==> src/rtl/traffic_pkg.sv <==
// Shared definitions for the intersection phase scheduler: lamp codes, phase encoding,
// preemption direction and the round-robin service picker.
package traffic_pkg;

  localparam logic [2:0] LAMP_RED = 3'b100;
  localparam logic [2:0] LAMP_YEL = 3'b010;
  localparam logic [2:0] LAMP_GRN = 3'b001;

  typedef enum logic [2:0] {
    PH_ALL_RED  = 3'd0,
    PH_NS_G     = 3'd1,
    PH_NS_Y     = 3'd2,
    PH_EW_G     = 3'd3,
    PH_EW_Y     = 3'd4,
    PH_PED_WALK = 3'd5,
    PH_EMG_HOLD = 3'd6
  } phase_e;

  localparam logic DIR_NS = 1'b0;
  localparam logic DIR_EW = 1'b1;

  typedef enum logic [1:0] {
    SVC_NS  = 2'd0,
    SVC_EW  = 2'd1,
    SVC_PED = 2'd2
  } svc_e;

  typedef struct packed {
    logic hit;
    svc_e svc;
  } rr_grant_t;

  function automatic svc_e svc_next(input svc_e cur);
    svc_e nxt;
    case (cur)
      SVC_NS:  nxt = SVC_EW;
      SVC_EW:  nxt = SVC_PED;
      default: nxt = SVC_NS;
    endcase
    return nxt;
  endfunction

  // req bit order follows svc_e: {ped, ew, ns}; search starts just after last.
  function automatic rr_grant_t rr_pick(input svc_e last, input logic [2:0] req);
    rr_grant_t g;
    svc_e      cand;
    g.hit = 1'b0;
    g.svc = SVC_NS;
    cand  = last;
    for (int i = 0; i < 3; i++) begin
      cand = svc_next(cand);
      if (!g.hit && req[cand]) begin
        g.hit = 1'b1;
        g.svc = cand;
      end
    end
    return g;
  endfunction

endpackage

==> src/rtl/tl_phase_timer.sv <==
// Phase timer: counts cycles since phase entry, clears synchronously, holds at all-ones.
module tl_phase_timer #(
  parameter int CNT_W = 8
) (
  input  logic             i_clk,
  input  logic             i_rst_n,
  input  logic             i_clr,
  output logic [CNT_W-1:0] o_cnt
);

  logic [CNT_W-1:0] r_cnt;

  always_ff @(posedge i_clk or negedge i_rst_n) begin
    if (!i_rst_n) begin
      r_cnt <= '0;
    end else if (i_clr) begin
      r_cnt <= '0;
    end else if (r_cnt != '1) begin
      r_cnt <= r_cnt + 1'b1;
    end
  end

  assign o_cnt = r_cnt;

endmodule

==> src/rtl/traffic_phase_scheduler.sv <==
// Two-road intersection phase scheduler with pedestrian walk phase, yellow/all-red clearance
// and emergency preemption. All outputs are registered decodes of the phase being entered.
module traffic_phase_scheduler
  import traffic_pkg::*;
#(
  parameter int CNT_W     = 8,
  parameter int MIN_GREEN = 4,
  parameter int MAX_GREEN = 12,
  parameter int YELLOW    = 3,
  parameter int ALL_RED   = 2,
  parameter int WALK      = 6
) (
  input  logic       clk,
  input  logic       rst,
  input  logic       emergency,
  input  logic       emg_dir,
  input  logic       ns_req,
  input  logic       ew_req,
  input  logic       ped_req,
  output logic [2:0] NS_light,
  output logic [2:0] EW_light,
  output logic       walk,
  output logic [2:0] phase,
  output logic       emg_active
);

  localparam logic [CNT_W-1:0] T_MIN  = CNT_W'(MIN_GREEN - 1);
  localparam logic [CNT_W-1:0] T_MAX  = CNT_W'(MAX_GREEN - 1);
  localparam logic [CNT_W-1:0] T_YEL  = CNT_W'(YELLOW - 1);
  localparam logic [CNT_W-1:0] T_AR   = CNT_W'(ALL_RED - 1);
  localparam logic [CNT_W-1:0] T_WALK = CNT_W'(WALK - 1);

  phase_e           r_phase;
  logic             r_ped_pend;
  logic             r_emg_pend;
  logic             r_emg_dir;
  svc_e             r_last;
  logic [2:0]       r_ns_light;
  logic [2:0]       r_ew_light;
  logic             r_walk;
  logic             r_emg_active;

  phase_e           w_phase_nxt;
  logic             w_clr;
  logic [CNT_W-1:0] w_cnt;
  logic             w_ns_conf;
  logic             w_ew_conf;
  rr_grant_t        w_grant;
  logic [2:0]       w_ns_lamp;
  logic [2:0]       w_ew_lamp;

  tl_phase_timer #(
    .CNT_W (CNT_W)
  ) u_timer (
    .i_clk   (clk),
    .i_rst_n (rst),
    .i_clr   (w_clr),
    .o_cnt   (w_cnt)
  );

  always_comb begin
    w_ns_conf   = ew_req | r_ped_pend;
    w_ew_conf   = ns_req | r_ped_pend;
    w_grant     = rr_pick(r_last, {r_ped_pend, ew_req, ns_req});
    w_phase_nxt = r_phase;
    case (r_phase)
      PH_ALL_RED: begin
        if (w_cnt >= T_AR) begin
          if (r_emg_pend) begin
            w_phase_nxt = PH_EMG_HOLD;
          end else if (!w_grant.hit) begin
            w_phase_nxt = PH_NS_G;
          end else begin
            case (w_grant.svc)
              SVC_EW:  w_phase_nxt = PH_EW_G;
              SVC_PED: w_phase_nxt = PH_PED_WALK;
              default: w_phase_nxt = PH_NS_G;
            endcase
          end
        end
      end
      PH_NS_G: begin
        // Preemption for our own direction keeps the green lit straight into the hold.
        if (r_emg_pend) begin
          w_phase_nxt = (r_emg_dir == DIR_NS) ? PH_EMG_HOLD : PH_NS_Y;
        end else if (w_ns_conf && ((w_cnt >= T_MIN && !ns_req) || w_cnt >= T_MAX)) begin
          w_phase_nxt = PH_NS_Y;
        end
      end
      PH_EW_G: begin
        if (r_emg_pend) begin
          w_phase_nxt = (r_emg_dir == DIR_EW) ? PH_EMG_HOLD : PH_EW_Y;
        end else if (w_ew_conf && ((w_cnt >= T_MIN && !ew_req) || w_cnt >= T_MAX)) begin
          w_phase_nxt = PH_EW_Y;
        end
      end
      PH_NS_Y: begin
        if (w_cnt >= T_YEL) w_phase_nxt = PH_ALL_RED;
      end
      PH_EW_Y: begin
        if (w_cnt >= T_YEL) w_phase_nxt = PH_ALL_RED;
      end
      PH_PED_WALK: begin
        if (r_emg_pend || w_cnt >= T_WALK) w_phase_nxt = PH_ALL_RED;
      end
      PH_EMG_HOLD: begin
        if (!emergency) w_phase_nxt = (r_emg_dir == DIR_NS) ? PH_NS_Y : PH_EW_Y;
      end
      default: w_phase_nxt = PH_ALL_RED;
    endcase
  end

  assign w_clr = (w_phase_nxt != r_phase);

  always_comb begin
    w_ns_lamp = LAMP_RED;
    w_ew_lamp = LAMP_RED;
    case (w_phase_nxt)
      PH_NS_G:     w_ns_lamp = LAMP_GRN;
      PH_NS_Y:     w_ns_lamp = LAMP_YEL;
      PH_EW_G:     w_ew_lamp = LAMP_GRN;
      PH_EW_Y:     w_ew_lamp = LAMP_YEL;
      PH_EMG_HOLD: begin
        if (r_emg_dir == DIR_NS) w_ns_lamp = LAMP_GRN;
        else                     w_ew_lamp = LAMP_GRN;
      end
      default: ;
    endcase
  end

  always_ff @(posedge clk or negedge rst) begin
    if (!rst) begin
      r_phase      <= PH_ALL_RED;
      r_ped_pend   <= 1'b0;
      r_emg_pend   <= 1'b0;
      r_emg_dir    <= DIR_NS;
      r_last       <= SVC_PED;
      r_ns_light   <= LAMP_RED;
      r_ew_light   <= LAMP_RED;
      r_walk       <= 1'b0;
      r_emg_active <= 1'b0;
    end else begin
      r_phase      <= w_phase_nxt;
      r_ns_light   <= w_ns_lamp;
      r_ew_light   <= w_ew_lamp;
      r_walk       <= (w_phase_nxt == PH_PED_WALK);
      r_emg_active <= (w_phase_nxt == PH_EMG_HOLD);

      // Entering the walk wins over a button press on the same edge.
      if (w_clr && w_phase_nxt == PH_PED_WALK) begin
        r_ped_pend <= 1'b0;
      end else if (ped_req && r_phase != PH_PED_WALK) begin
        r_ped_pend <= 1'b1;
      end

      if (r_phase == PH_EMG_HOLD && !emergency) begin
        r_emg_pend <= 1'b0;
      end else if (emergency && r_phase != PH_EMG_HOLD) begin
        r_emg_pend <= 1'b1;
        if (!r_emg_pend) r_emg_dir <= emg_dir;
      end

      if (w_clr) begin
        case (w_phase_nxt)
          PH_NS_G:     r_last <= SVC_NS;
          PH_EW_G:     r_last <= SVC_EW;
          PH_PED_WALK: r_last <= SVC_PED;
          default:     ;
        endcase
      end
    end
  end

  assign NS_light   = r_ns_light;
  assign EW_light   = r_ew_light;
  assign walk       = r_walk;
  assign phase      = r_phase;
  assign emg_active = r_emg_active;

endmodule

==> config.mk <==
export PLATFORM = sky130hd
export DESIGN_NAME = traffic_phase_scheduler
export DESIGN_NICKNAME = d
export VERILOG_FILES = /design/src/rtl/traffic_pkg.sv /design/src/rtl/tl_phase_timer.sv /design/src/rtl/traffic_phase_scheduler.sv
export SDC_FILE = /design/constraint.sdc
export NUM_CORES = 1
export LEC_CHECK = 0
export ABC_AREA = 1
export BUFFER_PORTS_ARGS = -buffer_cell sky130_fd_sc_hd__buf_2
export CELL_PAD_IN_SITES_DETAIL_PLACEMENT = 0
export CELL_PAD_IN_SITES_GLOBAL_PLACEMENT = 1
export CORE_MARGIN = 4
export CORE_UTILIZATION = 33
export CTS_CLUSTER_SIZE = 28
export DETAILED_ROUTE_END_ITERATION = 10
export PLACE_DENSITY_LB_ADDON = 0.1
export REMOVE_ABC_BUFFERS = 1
export SLEW_MARGIN = 20
export SYNTH_ARGS = -nofsm -noshare
export SYNTH_HDL_FRONTEND = slang
export SYNTH_SLANG_ARGS = --single-unit
export TNS_END_PERCENT = 20
==> constraint.sdc <==
create_clock -name clk -period 1.7 [get_ports clk]
set_input_delay 0.085 -clock clk [delete_from_list [all_inputs] [get_ports clk]]
set_output_delay 0.085 -clock clk [all_outputs]
set_load 0.01 [all_outputs]
==> flow_metrics.env, run 1 <==
export IMPL_run_status="finished, violations left"
export IMPL_synthAdderAreaFrac=0.0445
export IMPL_clock_sink_count=24
export IMPL_wl_mm=3.97
export IMPL_core_area_sq_mm=0.00485
export IMPL_antenna_cells_inserted=0
export IMPL_antenna_violating_nets_post_route=0
export IMPL_power_per_standard_cell_area_mw_per_mm2=1830
export IMPL_synth_warning_count=0
export IMPL_synthesized_area_fraction_occupied_by_ao_oa_aoi_and_oai_cells=0.0638
export IMPL_syn_avg_cell_area_sq_um=7.26
export IMPL_synth_top_family_by_area="simple AND/OR/NAND/NOR gates"
export IMPL_synth_xor_area_frac=0.0104
export IMPL_floorplan_die_area_sq_mm=0.00631
export IMPL_synth_yosys_seq_area_share=0.359
export IMPL_drt_iter0_markers=82
export IMPL_rsz0062_at_grt="yes"
export IMPL_clkLatencyLatePin_ns=0.26
export IMPL_finish_net_count=305
export IMPL_timing_max_cap_violations=0
export IMPL_fillCellCount=510
export IMPL_tns_ns=-1.90
export IMPL_dp_hpwl_mm=3.21
export IMPL_r2r_setup_slack_ns=-0.17
export IMPL_io_buffers=17
export IMPL_grt_pass1_wl_mm=7.20
export IMPL_critPathArrivalTime_ns=2.07
export IMPL_cts_inserted_buffers=3
export IMPL_r2r_start="u_timer.o_cnt[0]$_DFFE_PN0P_"
export IMPL_timing_setup_critical_path_class="reg -> reg"
export IMPL_timing_critical_path_to_type="register"
export IMPL_rr_endpoint="u_timer.o_cnt[7]$_DFFE_PN0P_"
export IMPL_initial_antenna_violation_count=0
export IMPL_yosys_area_top_type="sky130_fd_sc_hd__dfrtp_1"
export IMPL_drt_wirelength_per_cell_um=11.1
export IMPL_drv_slew=0
export IMPL_final_layout_size_suffix_gt1_frac=0.409
export IMPL_clock_tree_htree_level_count=1
export IMPL_post_place_ws_ns=-0.215
export IMPL_clock_path_buffers=2
export IMPL_netlist_area_leader_share=0.312
export IMPL_slew_headroom=0.639
export IMPL_initial_core_util=0.348
export IMPL_hold_removal_path_class="in -> reg"
export IMPL_finClkSkew_ns=0.00424
export IMPL_final_common_cell="sky130_fd_sc_hd__nand2_1"
export IMPL_ir_worst_vdd_mv=0.756
export IMPL_max_freq_mhz=535
export IMPL_clk_pin_slew_worst_paths_ns=0.08
export IMPL_first_global_vias=1592
export IMPL_mux_cell_area_share_after_synthesis=0
export IMPL_final_hold_violation_count=0
export IMPL_r2r_cells=12
export IMPL_finalCritPeriodShare=1.10
export IMPL_globalRoute_totalOverflow=0
export IMPL_post_route_drc_count=0
export IMPL_element_type_at_the_critical_path_start="register"
export IMPL_synth_cells=232
export IMPL_postLayoutSetupSlackWorst_ns=-0.170
export IMPL_mostFrequentLayoutCells="sky130_fd_sc_hd__nand2_1 (46), sky130_fd_sc_hd__buf_4 (41), sky130_fd_sc_hd__inv_1 (24), sky130_fd_sc_hd__nor2_1 (23), sky130_fd_sc_hd__dfrtp_1 (21)"
export IMPL_worst_endpoint_required_ns=1.90
export IMPL_detailroute_via_count=1614
export IMPL_die_height_um=79.5
export IMPL_die_x_um=79.5
export IMPL_via_per_inst=4.51
export IMPL_tightestPinTransition_ns=0.541
export IMPL_synth_cell_types=30
export IMPL_synth_seq_cells=24
export IMPL_rows=25
export IMPL_tritoncts="built"
export IMPL_worst_setup_sp="u_timer.o_cnt[0]$_DFFE_PN0P_"
export IMPL_finalCriticalPeriod_ns=1.87
export IMPL_area_growth_pct=35.2
export IMPL_clk_root_buffer_cell="sky130_fd_sc_hd__clkbuf_8"
export IMPL_final_core_util=0.470
export IMPL_grt_util_all_layers=0.140
export IMPL_io_pins=18
export IMPL_synth_top_cells_by_area="sky130_fd_sc_hd__dfrtp_1 (31%), sky130_fd_sc_hd__nand2_1 (12%), sky130_fd_sc_hd__nor2_1 (7.1%), sky130_fd_sc_hd__inv_1 (6.0%), sky130_fd_sc_hd__nand3_1 (5.9%)"
export IMPL_timing_final_setup_violations=16
export IMPL_violations_in_the_final_reports="setup timing"
export IMPL_cellLeakagePower_nw=1.16
export IMPL_drtPass1Iterations=4
export IMPL_gp_congestion=0.835
export IMPL_netlist_area_pre_place_sq_mm=0.00169
export IMPL_basic_gate_share_of_the_synthesized_area_counting_and_or_nand_and_nor_cells=0.436
export IMPL_pin_count_of_the_biggest_net_entering_global_routing=25
export IMPL_timing_critical_path_to="u_timer.o_cnt[7]$_DFFE_PN0P_"
export IMPL_cp_max_fo=8
worst max-delay path, stage by stage, from the launching register on:
cell                      delay (ns)
sky130_fd_sc_hd__dfrtp_1        0.41
sky130_fd_sc_hd__ha_2           0.21
sky130_fd_sc_hd__nor2_2         0.07
sky130_fd_sc_hd__nor2_1         0.04
sky130_fd_sc_hd__nor2_1         0.14
sky130_fd_sc_hd__nand2_1        0.08
sky130_fd_sc_hd__nand2_2        0.11
sky130_fd_sc_hd__nand4_1        0.14
sky130_fd_sc_hd__nand4_1        0.12
sky130_fd_sc_hd__nand2_2        0.07
sky130_fd_sc_hd__nor2_4         0.13
sky130_fd_sc_hd__nand3_4        0.14
sky130_fd_sc_hd__nor2_2         0.14
registers in the layout, summed over array words and instances, names as in the netlist:
register and flops:
r_emg_dir 1, r_emg_pend 1, EW_light 3, u_timer.o_cnt 8
phase 3, NS_light 3, r_last 2, walk 1
r_ped_pend 1, emg_active 1
worst min-delay path by stage:
stage / start / end / slack, ns / cells after the start
2_1_floorplan: rst / EW_light[0]$_DFF_PN0_ / -0.21 / 0
3_3_place_gp: rst / u_timer.o_cnt[7]$_DFFE_PN0P_ / 0.10 / 1
3_5_place_dp: rst / u_timer.o_cnt[7]$_DFFE_PN0P_ / 0.11 / 1
4_1_cts: emg_dir / r_emg_dir$_DFFE_PN0P_ / 0.06 / 3
5_1_grt: emg_dir / r_emg_dir$_DFFE_PN0P_ / 0.07 / 3
6_report: emg_dir / r_emg_dir$_DFFE_PN0P_ / 0.06 / 3
stage by stage:
stage	total power, W	hold WS [ns]	cells	instance area [sq um]
global placement	0.00351	0.100	352	2120
floorplan	0.00251	-0.211	228	1660
CTS	0.00409	0.0572	358	2230
finish	0.00416	0.0589	358	2280
detailed placement	0.00348	0.106	352	2120
global route	0.00459	0.0739	358	2280
cell usage after synthesis, drive strengths merged:
library cell / count
o21ai: 9
nor2: 41
inv: 31
nand2: 63
a21oi: 8
or2: 1
clkbuf: 1
nand3: 25
nor3: 6
nand4: 8
xor2: 1
ha: 6
o211ai: 1
buf: 3
xnor2: 1
nand3b: 1
a22oi: 1
dfstp: 3
dfrtp: 21
nor4: 1
cell families (layout without fill, tap and decap cells):
group / count (synthesis) / after routing
buffers and inverters: 35 / 94
adders and majority gates: 6 / 6
xor gates and xnor gates: 2 / 2
DFF: 24 / 24
and+or+nand+nor: 146 / 146
AOI/OAI and AO/OA: 19 / 19
cell type report:
type	count	area [sq um]	area share
multi-input combinational	173	1000	0.439
timing repair buffer	59	403	0.177
inverter	31	116	0.0511
clock inverter	1	30.0	0.0132
tap	67	83.8	0.0368
sequential	24	604	0.265
clock buffer	3	41.3	0.0181
metal layers:
metal  global-route usage  wire, um
met4               0.0361        22
met5                    0         0
met1                0.207      2070
met3               0.0158       121
met2                0.215      1760
power by group:
group | switching, W | internal [W]
registers | 0.000213 | 0.000776
clock network | 0.000183 | 0.000315
logic | 0.00153 | 0.00114
total | 0.00193 | 0.00223
what timing repair did:
action | 4_1_cts | 5_1_grt
pin swaps | 1 | 12
hold buffers | 1 | 0
setup buffers | 1 | 0
gates resized for setup | 8 | 17
endpoints found under the setup margin | 20 | 22
endpoints found under the hold margin | 21 | 0
(Power assumes the default switching activity.)
==> run 2, diff against run 1 <==
Settings changed: SKIP_LAST_GASP set to 1.
==> flow_metrics.env, run 2 (synthesis results as in run 1) <==
export IMPL_run_status="finished, violations left"
export IMPL_violations_in_the_final_reports="setup timing"
export IMPL_first_global_vias=1594
export IMPL_initial_antenna_violation_count=0
export IMPL_pin_count_of_the_biggest_net_entering_global_routing=25
export IMPL_timing_setup_critical_path_class="reg -> reg"
export IMPL_worstHoldStart="emg_dir"
export IMPL_finish_net_count=305
export IMPL_hold_removal_path_class="in -> reg"
export IMPL_io_pins=18
export IMPL_finalCriticalPeriod_ns=1.86
export IMPL_tns_ns=-1.83
export IMPL_clock_tree_htree_level_count=1
export IMPL_drt_wirelength_per_cell_um=11.0
export IMPL_worst_endpoint_required_ns=1.90
export IMPL_drtPass1Iterations=4
export IMPL_grt_pass1_wl_mm=7.20
export IMPL_tritoncts="built"
export IMPL_r2r_setup_slack_ns=-0.16
export IMPL_timing_final_setup_violations=17
export IMPL_final_common_cell="sky130_fd_sc_hd__nand2_1"
export IMPL_max_freq_mhz=537
export IMPL_wl_mm=3.94
export IMPL_cellLeakagePower_nw=1.16
export IMPL_r2r_start="u_timer.o_cnt[0]$_DFFE_PN0P_"
export IMPL_final_hold_violation_count=0
export IMPL_element_type_at_the_critical_path_start="register"
export IMPL_detailroute_via_count=1608
export IMPL_fin_worst_hold_slack_ns=0.0591
export IMPL_postLayoutSetupSlackWorst_ns=-0.161
export IMPL_timing_critical_path_to_type="register"
export IMPL_power_per_standard_cell_area_mw_per_mm2=1820
export IMPL_floorplan_die_area_sq_mm=0.00631
export IMPL_cts_inserted_buffers=3
export IMPL_rows=25
export IMPL_core_area_sq_mm=0.00485
export IMPL_clock_path_buffers=2
export IMPL_antenna_cells_inserted=0
export IMPL_path_cells="ha_2, nor2_2, nor2_1, nor2_1, nand2_1, nand2_2, nand4_1, nand4_1, nand2_2, nor2_4, nand3_4, nor2_2"
export IMPL_finClkSkew_ns=0.00405
export IMPL_slew_headroom=0.639
export IMPL_tightestPinTransition_ns=0.542
export IMPL_final_layout_size_suffix_gt1_frac=0.399
export IMPL_grt_util_all_layers=0.140
export IMPL_finalCritPeriodShare=1.09
export IMPL_cp_max_fo=8
export IMPL_die_height_um=79.5
export IMPL_post_route_drc_count=0
export IMPL_clk_root_buffer_cell="sky130_fd_sc_hd__clkbuf_8"
export IMPL_clkLatencyLatePin_ns=0.26
export IMPL_drt_iter0_markers=81
export IMPL_dp_hpwl_mm=3.21
export IMPL_clock_sink_count=24
export IMPL_rr_endpoint="u_timer.o_cnt[7]$_DFFE_PN0P_"
export IMPL_timing_max_cap_violations=0
export IMPL_largest_reg_flops=8
export IMPL_area_growth_pct=34.7
export IMPL_critical_path_max_stage_delay_ns=0.41
export IMPL_hold_path_end="r_emg_dir$_DFFE_PN0P_"
export IMPL_clk_pin_slew_worst_paths_ns=0.08
export IMPL_rsz0062_at_grt="yes"
export IMPL_die_x_um=79.5
export IMPL_via_per_inst=4.49
export IMPL_critPathArrivalTime_ns=2.06
export IMPL_io_buffers=17
export IMPL_min_delay_path_depth=3
export IMPL_gp_congestion=0.835
export IMPL_globalRoute_totalOverflow=0
export IMPL_crit_path_top_delay_cell="sky130_fd_sc_hd__dfrtp_1"
export IMPL_mostFrequentLayoutCells="sky130_fd_sc_hd__nand2_1 (48), sky130_fd_sc_hd__buf_4 (41), sky130_fd_sc_hd__inv_1 (24), sky130_fd_sc_hd__nor2_1 (24), sky130_fd_sc_hd__dfrtp_1 (21)"
export IMPL_drv_slew=0
export IMPL_initial_core_util=0.348
export IMPL_antenna_violating_nets_post_route=0
export IMPL_ir_worst_vdd_mv=0.757
export IMPL_r2r_cells=12
[run 2: changes by cell type in the layout (fill, tap and decap cells not counted)]
cell                      previous run  this run
sky130_fd_sc_hd__nor2_1             23        24
sky130_fd_sc_hd__nor2_2             13        12
sky130_fd_sc_hd__nand2_1            46        48
sky130_fd_sc_hd__nand2_2            14        12
sky130_fd_sc_hd__o21ai_1             1         0
sky130_fd_sc_hd__o21ai_0             7         8
[run 2: per-layer routing]
metal	GRT usage	wire, um	up-vias	part of all wire
met3	0.0158	79	2	0.020
li1	-	-	865	-
met5	0	0	-	0
met1	0.207	2090	726	0.53
met4	0.0361	22	0	0.0056
met2	0.215	1750	15	0.44
[run 2: cell type report]
class	count	area (sq um)
clock inverter	1	30.0
multi-input combinational	173	992
fill	506	2580
timing repair buffer	59	403
tap	67	83.8
sequential	24	604
inverter	31	116
clock buffer	3	41.3
[run 2: how the worst max path moves through the flow]
stage,start,slack (ns),cells after the start,endpoint
global placement,u_timer.o_cnt[0]$_DFFE_PN0P_,-0.21,12,u_timer.o_cnt[1]$_DFFE_PN0P_
detailed placement,u_timer.o_cnt[0]$_DFFE_PN0P_,-0.22,12,u_timer.o_cnt[7]$_DFFE_PN0P_
finish,u_timer.o_cnt[0]$_DFFE_PN0P_,-0.16,12,u_timer.o_cnt[7]$_DFFE_PN0P_
global route,u_timer.o_cnt[0]$_DFFE_PN0P_,-0.36,12,u_timer.o_cnt[5]$_DFFE_PN0P_
floorplan,u_timer.o_cnt[0]$_DFFE_PN0P_,0.03,14,u_timer.o_cnt[0]$_DFFE_PN0P_
CTS,u_timer.o_cnt[0]$_DFFE_PN0P_,-0.16,12,u_timer.o_cnt[7]$_DFFE_PN0P_
[run 2: per-stage QoR]
step / worst slack [ns] / std cells / power (W) / instance area, sq um / util
after floorplan: 0.0331 / 228 / 0.00251 / 1660 / -
after global placement: -0.209 / 352 / 0.00351 / 2120 / 0.438
after detailed placement: -0.215 / 352 / 0.00348 / 2120 / 0.438
after CTS: -0.162 / 358 / 0.00409 / 2230 / 0.460
after global routing: -0.359 / 358 / 0.00456 / 2270 / 0.468
final: -0.161 / 358 / 0.00414 / 2270 / 0.468
[run 2: worst max-delay path: cells and delay by family, from the launching register on]
family                     cells  cell delay, ns
DFF                            1            0.41
adders and majority gates      1            0.21
and+or+nand+nor               11            1.18
[run 2: timing repair]
action	4_1_cts	5_1_grt
pin swaps	1	12
endpoints found under the setup margin	20	22
resized for setup	8	13
hold endpoints to repair	21	0
setup buffers	1	0
hold buffers	1	0
[run 2: power by group]
group	switching (W)	leakage (nW)	internal, W	total [W]
registers	0.000213	0.305	0.000776	0.000989
logic	0.00152	0.820	0.00113	0.00265
clock network	0.000183	0.0357	0.000315	0.000497
==> run 3, diff against run 2 <==
Settings changed: RECOVER_POWER set to 50.
==> flow_metrics.env, run 3 (synthesis results as in run 1) <==
export IMPL_final_common_cell="sky130_fd_sc_hd__nand2_1"
export IMPL_drtPass1Iterations=4
export IMPL_critPathArrivalTime_ns=2.06
export IMPL_hold_removal_path_class="in -> reg"
export IMPL_worst_endpoint_required_ns=1.90
export IMPL_dp_hpwl_mm=3.21
export IMPL_rows=25
export IMPL_final_core_util=0.468
export IMPL_max_freq_mhz=537
export IMPL_timing_max_cap_violations=0
export IMPL_core_area_sq_mm=0.00485
export IMPL_post_route_drc_count=0
export IMPL_io_buffers=17
export IMPL_critical_path_max_stage_delay_ns=0.41
export IMPL_grt_pass1_wl_mm=7.20
export IMPL_tritoncts="built"
export IMPL_pin_count_of_the_biggest_net_entering_global_routing=25
export IMPL_drt_iter0_markers=81
export IMPL_mostFrequentLayoutCells="sky130_fd_sc_hd__nand2_1 (48), sky130_fd_sc_hd__buf_4 (41), sky130_fd_sc_hd__inv_1 (24), sky130_fd_sc_hd__nor2_1 (24), sky130_fd_sc_hd__dfrtp_1 (21)"
export IMPL_grt_util_all_layers=0.140
export IMPL_element_type_at_the_critical_path_start="register"
export IMPL_clk_root_buffer_cell="sky130_fd_sc_hd__clkbuf_8"
export IMPL_clock_sink_count=24
export IMPL_report_power_total_w=0.00414
export IMPL_crit_path_top_delay_cell="sky130_fd_sc_hd__dfrtp_1"
export IMPL_first_global_vias=1594
export IMPL_finish_net_count=305
export IMPL_clkLatencyLatePin_ns=0.26
export IMPL_initial_core_util=0.348
export IMPL_ir_worst_vdd_mv=0.757
export IMPL_slew_headroom=0.598
export IMPL_wl_mm=3.94
export IMPL_antenna_violating_nets_post_route=0
export IMPL_final_hold_violation_count=0
export IMPL_clock_path_buffers=2
export IMPL_path_cells="ha_2, nor2_2, nor2_1, nor2_1, nand2_1, nand2_2, nand4_1, nand4_1, nand2_2, nor2_4, nand3_4, nor2_2"
export IMPL_crit_buf_inv=0
export IMPL_violations_in_the_final_reports="setup timing"
export IMPL_via_per_inst=4.49
export IMPL_clk_pin_slew_worst_paths_ns=0.08
export IMPL_die_x_um=79.5
export IMPL_power_per_standard_cell_area_mw_per_mm2=1820
export IMPL_finalCritPeriodShare=1.09
export IMPL_timing_critical_path_to_type="register"
export IMPL_finClkSkew_ns=0.00405
export IMPL_antenna_cells_inserted=0
export IMPL_cp_max_fo=8
export IMPL_globalRoute_totalOverflow=0
export IMPL_floorplan_die_area_sq_mm=0.00631
export IMPL_detailroute_via_count=1608
export IMPL_die_height_um=79.5
export IMPL_largest_reg_flops=8
export IMPL_clock_tree_htree_level_count=1
export IMPL_area_growth_pct=34.7
export IMPL_timing_setup_critical_path_class="reg -> reg"
export IMPL_finalCriticalPeriod_ns=1.86
export IMPL_io_pins=18
export IMPL_postLayoutSetupSlackWorst_ns=-0.161
export IMPL_final_layout_size_suffix_gt1_frac=0.399
export IMPL_drv_slew=0
export IMPL_gp_congestion=0.835
export IMPL_drt_wirelength_per_cell_um=11.0
export IMPL_finalInstanceArea_sq_mm=0.00227
export IMPL_tightestPinTransition_ns=0.603
export IMPL_timing_final_setup_violations=17
export IMPL_run_status="finished, violations left"
export IMPL_cp_delay_by_family_top="simple AND/OR/NAND/NOR gates"
export IMPL_cts_inserted_buffers=3
export IMPL_fillCellCount=506
export IMPL_initial_antenna_violation_count=0
export IMPL_rsz0062_at_grt="yes"
export IMPL_cellLeakagePower_nw=1.16
export IMPL_placed_area_sq_mm=0.00212
[run 3: cell count changes in the layout (fill, tap and decap cells not counted)]
cell and delta:
sky130_fd_sc_hd__buf_2 -1, sky130_fd_sc_hd__clkbuf_2 +1
[run 3: path summary, 6_finish.rpt]
path	start	to	slack, ns	cells past startpoint
max in group asynchronous	rst	u_timer.o_cnt[3]$_DFFE_PN0P_	0.96	2
worst max register to register	u_timer.o_cnt[0]$_DFFE_PN0P_	u_timer.o_cnt[7]$_DFFE_PN0P_	-0.16	12
worst min register to register	r_emg_dir$_DFFE_PN0P_	EW_light[0]$_DFF_PN0_	0.55	2
worst max-delay path	u_timer.o_cnt[0]$_DFFE_PN0P_	u_timer.o_cnt[7]$_DFFE_PN0P_	-0.16	12
min in group asynchronous	rst	phase[1]$_DFF_PN0_	0.35	2
worst min-delay path	emg_dir	r_emg_dir$_DFFE_PN0P_	0.06	3
[run 3: report_power, final]
| group | switching [W] | total, W | internal [W] |
|---|---|---|---|
| combinational | 0.00152 | 0.00265 | 0.00113 |
| sequential | 0.000213 | 0.000989 | 0.000776 |
| clock | 0.000183 | 0.000497 | 0.000315 |
| total | 0.00191 | 0.00414 | 0.00222 |
[run 3: through the flow]
step / cells / setup slack (ns) / setup TNS, ns / hold WS, ns
global route: 358 / -0.359 / -5.61 / 0.0739
global placement: 352 / -0.209 / -2.89 / 0.100
finish: 358 / -0.161 / -1.83 / 0.0591
detailed placement: 352 / -0.215 / -2.80 / 0.106
CTS: 358 / -0.162 / -2.06 / 0.0572
floorplan: 228 / 0.0331 / 0 / -0.211
[run 3: tightest hold or removal path: cells and delay by family]
kind / cells / cell delay (ns)
buffers and inverters: 1 / 0.07
AOI/OAI and AO/OA: 1 / 0.09
and+or+nand+nor: 1 / 0.03
[run 3: layout make-up]
type / count / area, sq um / area share
Clock inverter: 1 / 30.0 / 0.0132
Tap cell: 67 / 83.8 / 0.0369
Clock buffer: 3 / 41.3 / 0.0182
Timing Repair Buffer: 59 / 403 / 0.177
Multi-Input combinational cell: 173 / 992 / 0.437
Sequential cell: 24 / 604 / 0.266
Inverter: 31 / 116 / 0.0512
[run 3: what timing repair did]
item	4_1_cts	5_1_grt
endpoints found under the hold margin	21	0
setup buffers	1	0
setup endpoints to repair	20	22
hold buffers	1	0
resized for setup	8	13
pin swaps	1	12
[run 3: per-layer routing]
layer	part of all wire	track usage	vias up
met5	0	0	-
met4	0.0056	0.0361	0
met3	0.020	0.0158	2
met2	0.44	0.215	15
met1	0.53	0.207	726
li1	-	-	865
